===== config.mk =====
export PLATFORM = sky130hd
export DESIGN_NAME = morse_encoder_flat
export DESIGN_NICKNAME = d
export VERILOG_FILES = /design/src/rtl/morse_pkg.sv /design/src/rtl/morse_encoder_if.sv /design/src/rtl/morse_code_rom.sv /design/src/rtl/morse_encoder.sv /design/src/flat_wrapper.sv
export SDC_FILE = /design/constraint.sdc
export NUM_CORES = 1
export LEC_CHECK = 0
export BUFFER_PORTS_ARGS = -buffer_cell sky130_fd_sc_hd__buf_2
export CAP_MARGIN = 20
export CORE_ASPECT_RATIO = 0.75
export CORE_MARGIN = 1.5
export CORE_UTILIZATION = 60
export CTS_BUF_LIST = sky130_fd_sc_hd__clkbuf_8
export CTS_CLUSTER_SIZE = 8
export DETAILED_ROUTE_END_ITERATION = 10
export GPL_TIMING_DRIVEN = 0
export MAX_ROUTING_LAYER = met4
export PLACE_DENSITY = 0.81
export SLEW_MARGIN = 10
export SYNTH_ARGS = -nofsm -noshare
export SYNTH_HDL_FRONTEND = slang
export SYNTH_SLANG_ARGS = --single-unit

===== constraint.sdc =====
create_clock -name clk -period 2.25 [get_ports clk]
set_input_delay 0.225 -clock clk [delete_from_list [all_inputs] [get_ports clk]]
set_output_delay 0.225 -clock clk [all_outputs]
set_load 0.1 [all_outputs]

===== src/rtl/morse_pkg.sv =====
// Shared types and constants for the Morse transmitter: FSM states, ASCII
// bounds, element timing in units and the A-Z code table.
package morse_pkg;

  typedef enum logic [2:0] {
    IDLE,
    MARK,
    EGAP,
    LGAP,
    WGAP
  } state_t;

  localparam logic [7:0] ASCII_UPPER_A = 8'h41;
  localparam logic [7:0] ASCII_UPPER_Z = 8'h5A;
  localparam logic [7:0] ASCII_LOWER_A = 8'h61;
  localparam logic [7:0] ASCII_LOWER_Z = 8'h7A;
  localparam logic [7:0] ASCII_SPACE   = 8'h20;
  localparam logic [7:0] CASE_OFFSET   = 8'h20;

  localparam int DOT_UNITS        = 1;
  localparam int DASH_UNITS       = 3;
  localparam int EGAP_UNITS       = 1;
  localparam int LGAP_UNITS       = 3;
  localparam int WGAP_EXTRA_UNITS = 4;

  typedef struct packed {
    logic [2:0] len;
    logic [3:0] pattern;
  } code_t;

  typedef struct packed {
    logic       supported;
    logic       is_space;
    logic [2:0] len;
    logic [3:0] pattern;
  } rom_out_t;

  // Patterns are left-justified: pattern[3] is the first element, 1 = dot.
  localparam code_t CODE_TABLE [26] = '{
    '{3'd2, 4'b1000},  // A .-
    '{3'd4, 4'b0111},  // B -...
    '{3'd4, 4'b0101},  // C -.-.
    '{3'd3, 4'b0110},  // D -..
    '{3'd1, 4'b1000},  // E .
    '{3'd4, 4'b1101},  // F ..-.
    '{3'd3, 4'b0010},  // G --.
    '{3'd4, 4'b1111},  // H ....
    '{3'd2, 4'b1100},  // I ..
    '{3'd4, 4'b1000},  // J .---
    '{3'd3, 4'b0100},  // K -.-
    '{3'd4, 4'b1011},  // L .-..
    '{3'd2, 4'b0000},  // M --
    '{3'd2, 4'b0100},  // N -.
    '{3'd3, 4'b0000},  // O ---
    '{3'd4, 4'b1001},  // P .--.
    '{3'd4, 4'b0010},  // Q --.-
    '{3'd3, 4'b1010},  // R .-.
    '{3'd3, 4'b1110},  // S ...
    '{3'd1, 4'b0000},  // T -
    '{3'd3, 4'b1100},  // U ..-
    '{3'd4, 4'b1110},  // V ...-
    '{3'd3, 4'b1000},  // W .--
    '{3'd4, 4'b0110},  // X -..-
    '{3'd4, 4'b0100},  // Y -.--
    '{3'd4, 4'b0011}   // Z --..
  };

endpackage


===== src/rtl/morse_encoder_if.sv =====
// Character handshake between a character source and the Morse transmitter.
// A character transfers on a rising edge where char_valid and char_ready are
// both 1; char_in must hold steady while char_valid=1 and char_ready=0.
interface morse_encoder_if;
  logic       char_valid;
  logic [7:0] char_in;
  logic       char_ready;

  modport master (output char_valid, output char_in, input char_ready);
  modport slave  (input char_valid, input char_in, output char_ready);
endinterface


===== src/rtl/morse_code_rom.sv =====
// Combinational ASCII to Morse lookup; lowercase folds onto uppercase and
// space is reported separately so the FSM can emit a word gap.
import morse_pkg::*;

module morse_code_rom (
  input  logic [7:0] char_in,
  output rom_out_t   code
);

  logic [7:0] upper;
  logic [4:0] idx;

  always_comb begin
    upper = char_in;
    idx   = '0;
    code  = '0;
    if (char_in >= ASCII_LOWER_A && char_in <= ASCII_LOWER_Z) begin
      upper = char_in - CASE_OFFSET;
    end
    if (upper >= ASCII_UPPER_A && upper <= ASCII_UPPER_Z) begin
      idx            = 5'(upper - ASCII_UPPER_A);
      code.supported = 1'b1;
      code.len       = CODE_TABLE[idx].len;
      code.pattern   = CODE_TABLE[idx].pattern;
    end else if (char_in == ASCII_SPACE) begin
      code.supported = 1'b1;
      code.is_space  = 1'b1;
    end
  end

endmodule


===== src/rtl/morse_encoder.sv =====
// Serial Morse transmitter: one character per handshake, keyed output with
// standard unit timing plus a dot/dash symbol stream for loopback.
import morse_pkg::*;

module morse_encoder #(
  parameter int UNIT_CYCLES = 4
) (
  input  logic              clk,
  input  logic              reset,
  morse_encoder_if.slave    chan,
  output logic              key_out,
  output logic              sym_valid,
  output logic              sym_bit,
  output logic              busy,
  output logic              err,
  output state_t            state_dbg
);

  localparam int CW = $clog2(4 * UNIT_CYCLES + 1);

  // Counter loads are duration-1 so the state exits on the cycle cnt hits 0.
  localparam logic [CW-1:0] DOT_LOAD  = CW'(DOT_UNITS * UNIT_CYCLES - 1);
  localparam logic [CW-1:0] DASH_LOAD = CW'(DASH_UNITS * UNIT_CYCLES - 1);
  localparam logic [CW-1:0] EGAP_LOAD = CW'(EGAP_UNITS * UNIT_CYCLES - 1);
  localparam logic [CW-1:0] LGAP_LOAD = CW'(LGAP_UNITS * UNIT_CYCLES - 1);
  localparam logic [CW-1:0] WGAP_LOAD = CW'(WGAP_EXTRA_UNITS * UNIT_CYCLES - 1);

  state_t        state, state_n;
  logic [CW-1:0] cnt, cnt_n;
  logic [3:0]    pat, pat_n;
  logic [1:0]    idx, idx_n;
  logic [2:0]    len, len_n;
  logic          sym_valid_n, sym_bit_n, err_n;
  logic          accept;
  logic          last_elem;
  rom_out_t      code;

  morse_code_rom u_rom (
    .char_in (chan.char_in),
    .code    (code)
  );

  assign chan.char_ready = (state == IDLE);
  assign accept          = chan.char_valid && chan.char_ready;
  assign last_elem       = ((3'(idx) + 3'd1) == len);

  assign key_out   = (state == MARK);
  assign busy      = (state != IDLE);
  assign state_dbg = state;

  always_ff @(posedge clk) begin
    if (reset) begin
      state     <= IDLE;
      cnt       <= '0;
      pat       <= '0;
      idx       <= '0;
      len       <= '0;
      sym_valid <= 1'b0;
      sym_bit   <= 1'b0;
      err       <= 1'b0;
    end else begin
      state     <= state_n;
      cnt       <= cnt_n;
      pat       <= pat_n;
      idx       <= idx_n;
      len       <= len_n;
      sym_valid <= sym_valid_n;
      sym_bit   <= sym_bit_n;
      err       <= err_n;
    end
  end

  always_comb begin
    state_n     = state;
    cnt_n       = (cnt != '0) ? cnt - CW'(1) : cnt;
    pat_n       = pat;
    idx_n       = idx;
    len_n       = len;
    sym_valid_n = 1'b0;
    sym_bit_n   = 1'b0;
    err_n       = 1'b0;
    unique case (state)
      IDLE: begin
        if (accept) begin
          if (!code.supported) begin
            err_n = 1'b1;
          end else if (code.is_space) begin
            state_n = WGAP;
            cnt_n   = WGAP_LOAD;
          end else begin
            state_n     = MARK;
            pat_n       = code.pattern;
            len_n       = code.len;
            idx_n       = '0;
            cnt_n       = code.pattern[3] ? DOT_LOAD : DASH_LOAD;
            sym_valid_n = 1'b1;
            sym_bit_n   = code.pattern[3];
          end
        end
      end
      MARK: begin
        if (cnt == '0) begin
          if (last_elem) begin
            state_n = LGAP;
            cnt_n   = LGAP_LOAD;
          end else begin
            state_n = EGAP;
            cnt_n   = EGAP_LOAD;
            pat_n   = {pat[2:0], 1'b0};
            idx_n   = idx + 2'd1;
          end
        end
      end
      EGAP: begin
        if (cnt == '0) begin
          state_n     = MARK;
          cnt_n       = pat[3] ? DOT_LOAD : DASH_LOAD;
          sym_valid_n = 1'b1;
          sym_bit_n   = pat[3];
        end
      end
      LGAP, WGAP: begin
        if (cnt == '0) state_n = IDLE;
      end
      default: state_n = IDLE;
    endcase
  end

endmodule


===== src/flat_wrapper.sv =====
// flat-port wrapper written by rule: the top's interface ports become plain ports
module morse_encoder_flat 
#(
  parameter int UNIT_CYCLES = 4
)
  (clk, reset, key_out, sym_valid, sym_bit, busy, err, state_dbg, chan_char_valid, chan_char_in, chan_char_ready);
  morse_encoder_if chan_i ();
  input  logic clk;
  input  logic reset;
  output logic key_out;
  output logic sym_valid;
  output logic sym_bit;
  output logic busy;
  output logic err;
  output state_t state_dbg;
  input wire logic [$bits(chan_i.char_valid)-1:0] chan_char_valid;
  input wire logic [$bits(chan_i.char_in)-1:0] chan_char_in;
  output wire logic [$bits(chan_i.char_ready)-1:0] chan_char_ready;
  assign chan_i.char_valid = chan_char_valid;
  assign chan_i.char_in = chan_char_in;
  assign chan_char_ready = chan_i.char_ready;
  morse_encoder #(.UNIT_CYCLES(UNIT_CYCLES)) u_core (.clk(clk), .reset(reset), .chan(chan_i), .key_out(key_out), .sym_valid(sym_valid), .sym_bit(sym_bit), .busy(busy), .err(err), .state_dbg(state_dbg));
endmodule

* After elaboration in Yosys (flattened, before gate mapping)
Memory sizes are Yosys's and may differ from the RTL's. Index checks and enable logic that the tools add are counted.
Cells by class: $add $sub $neg 5, $lt $le $gt $ge 5, equal/unequal tests 13, mux-type cells 48, bitwise logic cells 4, reductions and logical operators 13
Operators by type and width (count):
- 2-to-1 mux 4 bit | 8
- 2-to-1 mux 5 bit | 6
- 2-to-1 mux 7 bit | 3
- 2-to-1 mux 3 bit | 6
- greater-or-equal comparator 8 x 7 -> 1 bit (second input constant) | 2
- less-or-equal comparator 8 x 7 -> 1 bit (second input constant) | 2
- one-hot mux 5 bit (3 select lines) | 1
- 2-to-1 mux 1 bit | 12
- 2-to-1 mux 2 bit | 6
- one-hot mux 3 bit (4 select lines) | 1
- subtractor 5 x 1 -> 5 bit (second input constant) | 2
- equality test 8 x 6 -> 1 bit (second input constant) | 1
- 2-to-1 mux 8 bit | 1
- inequality test 2 bit (second input constant) | 4
- one-hot mux 4 bit (2 select lines) | 1
- subtractor 8 x 6 -> 8 bit (second input constant) | 1
- equality test 3 x 2 -> 1 bit (second input constant) | 2
- greater-or-equal comparator 6 bit (second input constant) | 1
- inequality test 2 x 1 -> 1 bit (second input constant) | 3
- NOT 5 -> 6 bit | 1
- AND reduction 6 bit | 1
- zero test 5 bit | 1
- AND reduction 5 bit | 1
- nonzero test 5 bit | 1
- other kinds (15) | 20
Storage, ports and cells: flip-flop bits (word level) 20, memory bits (read-only) 224, input bits 11, logic and storage cells 97, memories 1
Memories:
- (name not given) | words 32, bits a word 7, read ports 1, clocked after Yosys merged registers in 0, wr ports 0, line morse_code_rom.sv:24 | code.pattern = CODE_TABLE[idx].pattern;

* Depth between registers and ports, before layout
depth in word-level cells 14, depth in mapped cells 10, depth with buffers taken out 9

* By module
A second synthesis with hierarchy kept.
Second synthesis, totals: cells, all modules 244, area total of the unflattened synthesis 1974.4 um^2
By module, submodules not included:
- morse_encoder | times used 1, cells each 125, area an instance 1161.1 um^2
- morse_code_rom | times used 1, cells each 119, area an instance 813.3 um^2

* Worst setup path after synthesis
Ideal clock, no wire load.
path type register -> register, start point register u_core.state[1] (netlist: u_core.state_dbg[1]), end point register u_core.pat[1], setup time 91 ps, data arrival time 2746 ps, setup slack -587 ps, stages on the path, launching flop included 8, clock period less this slack 2837 ps, cells stage by stage dfxtp_1 > buf_2 > nor2_1 > nand2_1 > inv_1 > nor4_1 > o211ai_1 > a311oi_1
Between the ends: elaborated cells between the ends (all ways) 11, classes of those cells eq/ne: 6; mux: 1; reduce/logical: 4
RTL lines:
- start, declared | line morse_encoder.sv:28 | state_t state, state_n;
- start signal, assigned | line morse_encoder.sv:62 | state <= state_n;
- equality test 3 x 1 -> 1 bit *
- named net key_out | line flat_wrapper.sv:10 | output logic key_out;
- inequality test 2 bit (no line) (tied with other cells)
- AND reduction 6 bit (no line)
- end signal, assigned | line morse_encoder.sv:64 | pat <= pat_n;
- end, declared | line morse_encoder.sv:30 | logic [3:0] pat, pat_n;
The timed path passes the listed nets; every way through them passes the cells marked *. A chain may end at the register's enable or synchronous reset.

* Final worst setup path
start point input port chan_char_in[1], end point register u_core.cnt[3]
Between the ends: word-level cells in the longest chain between the ends 14, elaborated cells between the ends (all ways) 23, classes of those cells add/sub: 2; order compare: 4; eq/ne: 1; mux: 12; bitwise: 1; reduce/logical: 2; memory: 1
Ends and longest elaborated chain:
- start, declared | line flat_wrapper.sv:17 | input wire logic [$bits(chan_i.char_in)-1:0] chan_char_in;
- greater-or-equal comparator 8 x 7 -> 1 bit or less-or-equal comparator 8 x 7 -> 1 bit (tied branches) | line morse_code_rom.sv:17 | if (char_in >= ASCII_LOWER_A && char_in <= ASCII_LOWER_Z) begin
- logical AND 1 bit | line morse_code_rom.sv:17
- 2-to-1 mux 8 bit | line morse_code_rom.sv:17
- subtractor 5 x 1 -> 5 bit | line morse_code_rom.sv:21 | idx = 5'(upper - ASCII_UPPER_A);
- NOT 5 -> 6 bit (not written as such) | line morse_code_rom.sv:24
- memory read (32 x 7 bit)
- 2-to-1 mux 7 bit (not written as such) (2 in series) | line morse_code_rom.sv:24
- 2-to-1 mux 7 bit | line morse_code_rom.sv:20 | if (upper >= ASCII_UPPER_A && upper <= ASCII_UPPER_Z) begin
- 2-to-1 mux 4 bit | line morse_encoder.sv:95 | cnt_n = code.pattern[3] ? DOT_LOAD : DASH_LOAD;
- 2-to-1 mux 5 bit | line morse_encoder.sv:87 | end else if (code.is_space) begin
- 2-to-1 mux 5 bit * | line morse_encoder.sv:85 | if (!code.supported) begin
- 2-to-1 mux 5 bit * | line morse_encoder.sv:84 | if (accept) begin
- one-hot mux 5 bit (3 select lines) * | line morse_encoder.sv:82 | unique case (state)
- end signal, assigned | line morse_encoder.sv:63 | cnt <= cnt_n;
- end, declared | line morse_encoder.sv:29 | logic [CW-1:0] cnt, cnt_n;
Mark *: on every way between the ends. The rest lies on a longest branch, timed or not. The select of a mux whose other input is x is not followed.

==> impl_metrics.yaml <==
synth:
  synth.area.top_cells: "dfxtp_1 22%, ha_1 9.1%, nor2_1 5.7%"
  synth.avg_cell_area_um2: 7.73
  ys_ff_latch: 20
  synth_edf_count: 0
  synth_top_area_cell: "dfxtp_1"
  synth_cell_types: 60
  synthArstFlopShare_pct: 0
  yosys_warnings: 0
  syn_inst: 231
  synth_seq_area_share_pct: 22.4
  synthFlopType: "dfxtp_1"
  synth_top_area_share_pct: 22.4
  syn_nets: 255
  syn-cell-area_um2: 1790
timing:
  setup_tns_ns: 0
  slew_headroom_pct: 58.3
  hold_viol: 0
  final.setup_skew_ns: 0.0107
  finalSetupViolCount: 0
  whs_ns: 0.291
  fin_crit_ns: 2.16
  fin_crit_sh_pct: 95.8
  fmax_ghz: 0.464
  rsz0062_at_grt: "true"
  worst_pin_slew_ns: 0.621
  drv_slew: 0
global_routing:
  grt_max_degree: 13
  antenna_found_initial: 0
  overflow: 0
  grt_pass1_wl_um: 7870
  grt.total_usage_pct: 31.7
  grt_pass1_vias: 1559
job:
  maxCapViolCount: 0
power:
  p_per_area_nw_per_um2: 678
  leakage_nw: 0.835
  vdd_drop_max_mv: 0.474
worst_setup_path:
  crit_buf_inv: 4
  cp_max_fo: 10
  path_cells: "buf_2 -> inv_1 -> ha_1 -> buf_2 -> clkbuf_2 -> nand2_1 -> o21ai_0 -> a211o_1 -> a32oi_1 -> nand2_1 -> a32o_1"
  startpoint_type: "primary input"
  cp_slowest_stage_delay_ns: 0.30
  rrSetupSlack_ns: 0.12
  crit_arrival_ns: 2.32
  critPathTopFamily: "compound AO/OA/AOI/OAI gates"
  cp_slowest_cell: "a211o_1"
  reg2reg_from: "u_core.cnt[0]"
  crit_start: "chan_char_in[1]"
  worstSetupEndpointType: "register"
  worstSetupPathType: "in2reg"
  cp_data_required_time_ns: 2.42
outcome:
  status: "completed"
drt:
  wl_um: 4820
  vias: 1867
  drtPass1Iterations: 5
  ant_nets: 0
  dr.first_iter.drc_count: 160
  vias_per_cell: 6.39
  post_drt_wl_per_cell_um: 16.5
  drc: 0
worst_hold_path:
  hold_path_class: "in2reg"
  worstHoldStart: "chan_char_valid"
clocking:
  path_clk_slew_ns: 0.09
  cts_inserted_buffers: 3
  hold_buffers: 0
  cts_tree: "done"
  numClockSinks: 20
  clockRootBuffer: "clkbuf_8"
  cts_buffer_depth: 2
  cts-htree-levels: 1
  clock_latency_ns: 0.27
layout:
  syn2layout_area_growth_pct: 17.2
  final_common_cell: "nor2_1"
  antennaDiodeCount: 0
  nets: 281
  final_cell_mix: "26 x nor2_1, 22 x buf_2, 18 x nand2_1"
  drive_gt1_share_pct: 21.9
  multi_input_area_um2: 1340
  regArea_um2: 409
  fillCellCount: 210
floorplan:
  die_h_um: 50.2
  io_pins: 20
  start_util_pct: 65.6
  rows: 16
  die_area_um2: 3320
  core-area_um2: 2720
  die_width_um: 66.0
place:
  io_buffers: 17
  gp_congestion: 0.961
  dp_hpwl_um: 3540
-- Yosys cell counts (3+ instances only) --
| library cell | count |
|---|---|
| nor2_1 | 27 |
| inv_1 | 8 |
| ha_1 | 13 |
| nand2_1 | 18 |
| nand3_1 | 3 |
| a311oi_1 | 3 |
| a21oi_1 | 15 |
| dfxtp_1 | 20 |
| o211ai_1 | 7 |
| nor3b_1 | 4 |
| o21ai_0 | 13 |
| o21a_1 | 4 |
| a31oi_1 | 3 |
| a211oi_1 | 5 |
| clkbuf_1 | 6 |
| buf_2 | 5 |
| or3_1 | 3 |
| nor3_1 | 8 |
| xnor2_1 | 5 |
| xor2_1 | 4 |
| nand2b_1 | 6 |
-- cells by family (layout without fill, tap and decap cells) --
kind of cell	count (synthesis)	count (layout)	share of synthesized area [%]
compound gates	74	74	29.2
xor+xnor	10	10	5.33
fa+ha+maj	13	13	9.11
buf+inv	24	49	6.10
flops	20	20	22.4
mux	2	2	1.12
simple gates	88	88	26.8
-- path summary, 6_finish.rpt --
path,depth (start not counted),to
worst max-delay path,11,u_core.cnt[3]
worst min-delay path,2,u_core.err
worst max register to register,9,u_core.pat[1]
worst min register to register,2,u_core.len[2]
-- power by group --
part	switching (W)	total, W	internal, W
Combinational	0.000355	0.000605	0.000250
Clock	0.000135	0.000373	0.000238
Sequential	0.0000455	0.000439	0.000394
-- per-stage QoR --
stage                     instance area (µm²)  util (%)  setup slack [ns]  total power [W]  instances
after floorplan                          1810         -           0.00585         0.000876        231
after global placement                   1940      71.4            -0.469         0.000980        284
after detailed placement                 1940      71.4            -0.486         0.000997        284
after CTS                                2040      75.0            0.0355          0.00139        288
after global routing                     2090      76.8           -0.0642          0.00151        292
final                                    2090      76.8            0.0937          0.00142        292
-- final cells by class --
cell class / instances / area share [%]
timing repair buffer: 21 / 5.50
clock inverter: 1 / 1.44
multi-input combinational: 187 / 63.8
clock buffer: 3 / 1.97
sequential: 20 / 19.6
tap: 36 / 2.15
buffer: 14 / 3.23
inverter: 10 / 2.33
-- registers in the layout, indices dropped and copies added (netlist names) --
register          cells
u_core.sym_bit        1
u_core.pat            4
u_core.sym_valid      1
u_core.state_dbg      3
u_core.idx            2
u_core.len            3
u_core.err            1
u_core.cnt            5
-- layer usage --
layer / global-route usage (%) / vias up / wire length, µm
met1: 48.3 / 879 / 2300
met4: 3.40 / 0 / 11
met3: 8.07 / 2 / 435
met2: 43.1 / 82 / 2070
met5: - / - / 0
li1: - / 904 / -
-- what timing repair did --
item,CTS,global route
setup buffers,0,4
pin swaps,0,3
endpoints found under the hold margin,0,0
endpoints found under the setup margin,13,13
cloned,0,0
gates resized for setup,6,8
Power figures use the tool's default switching activity.
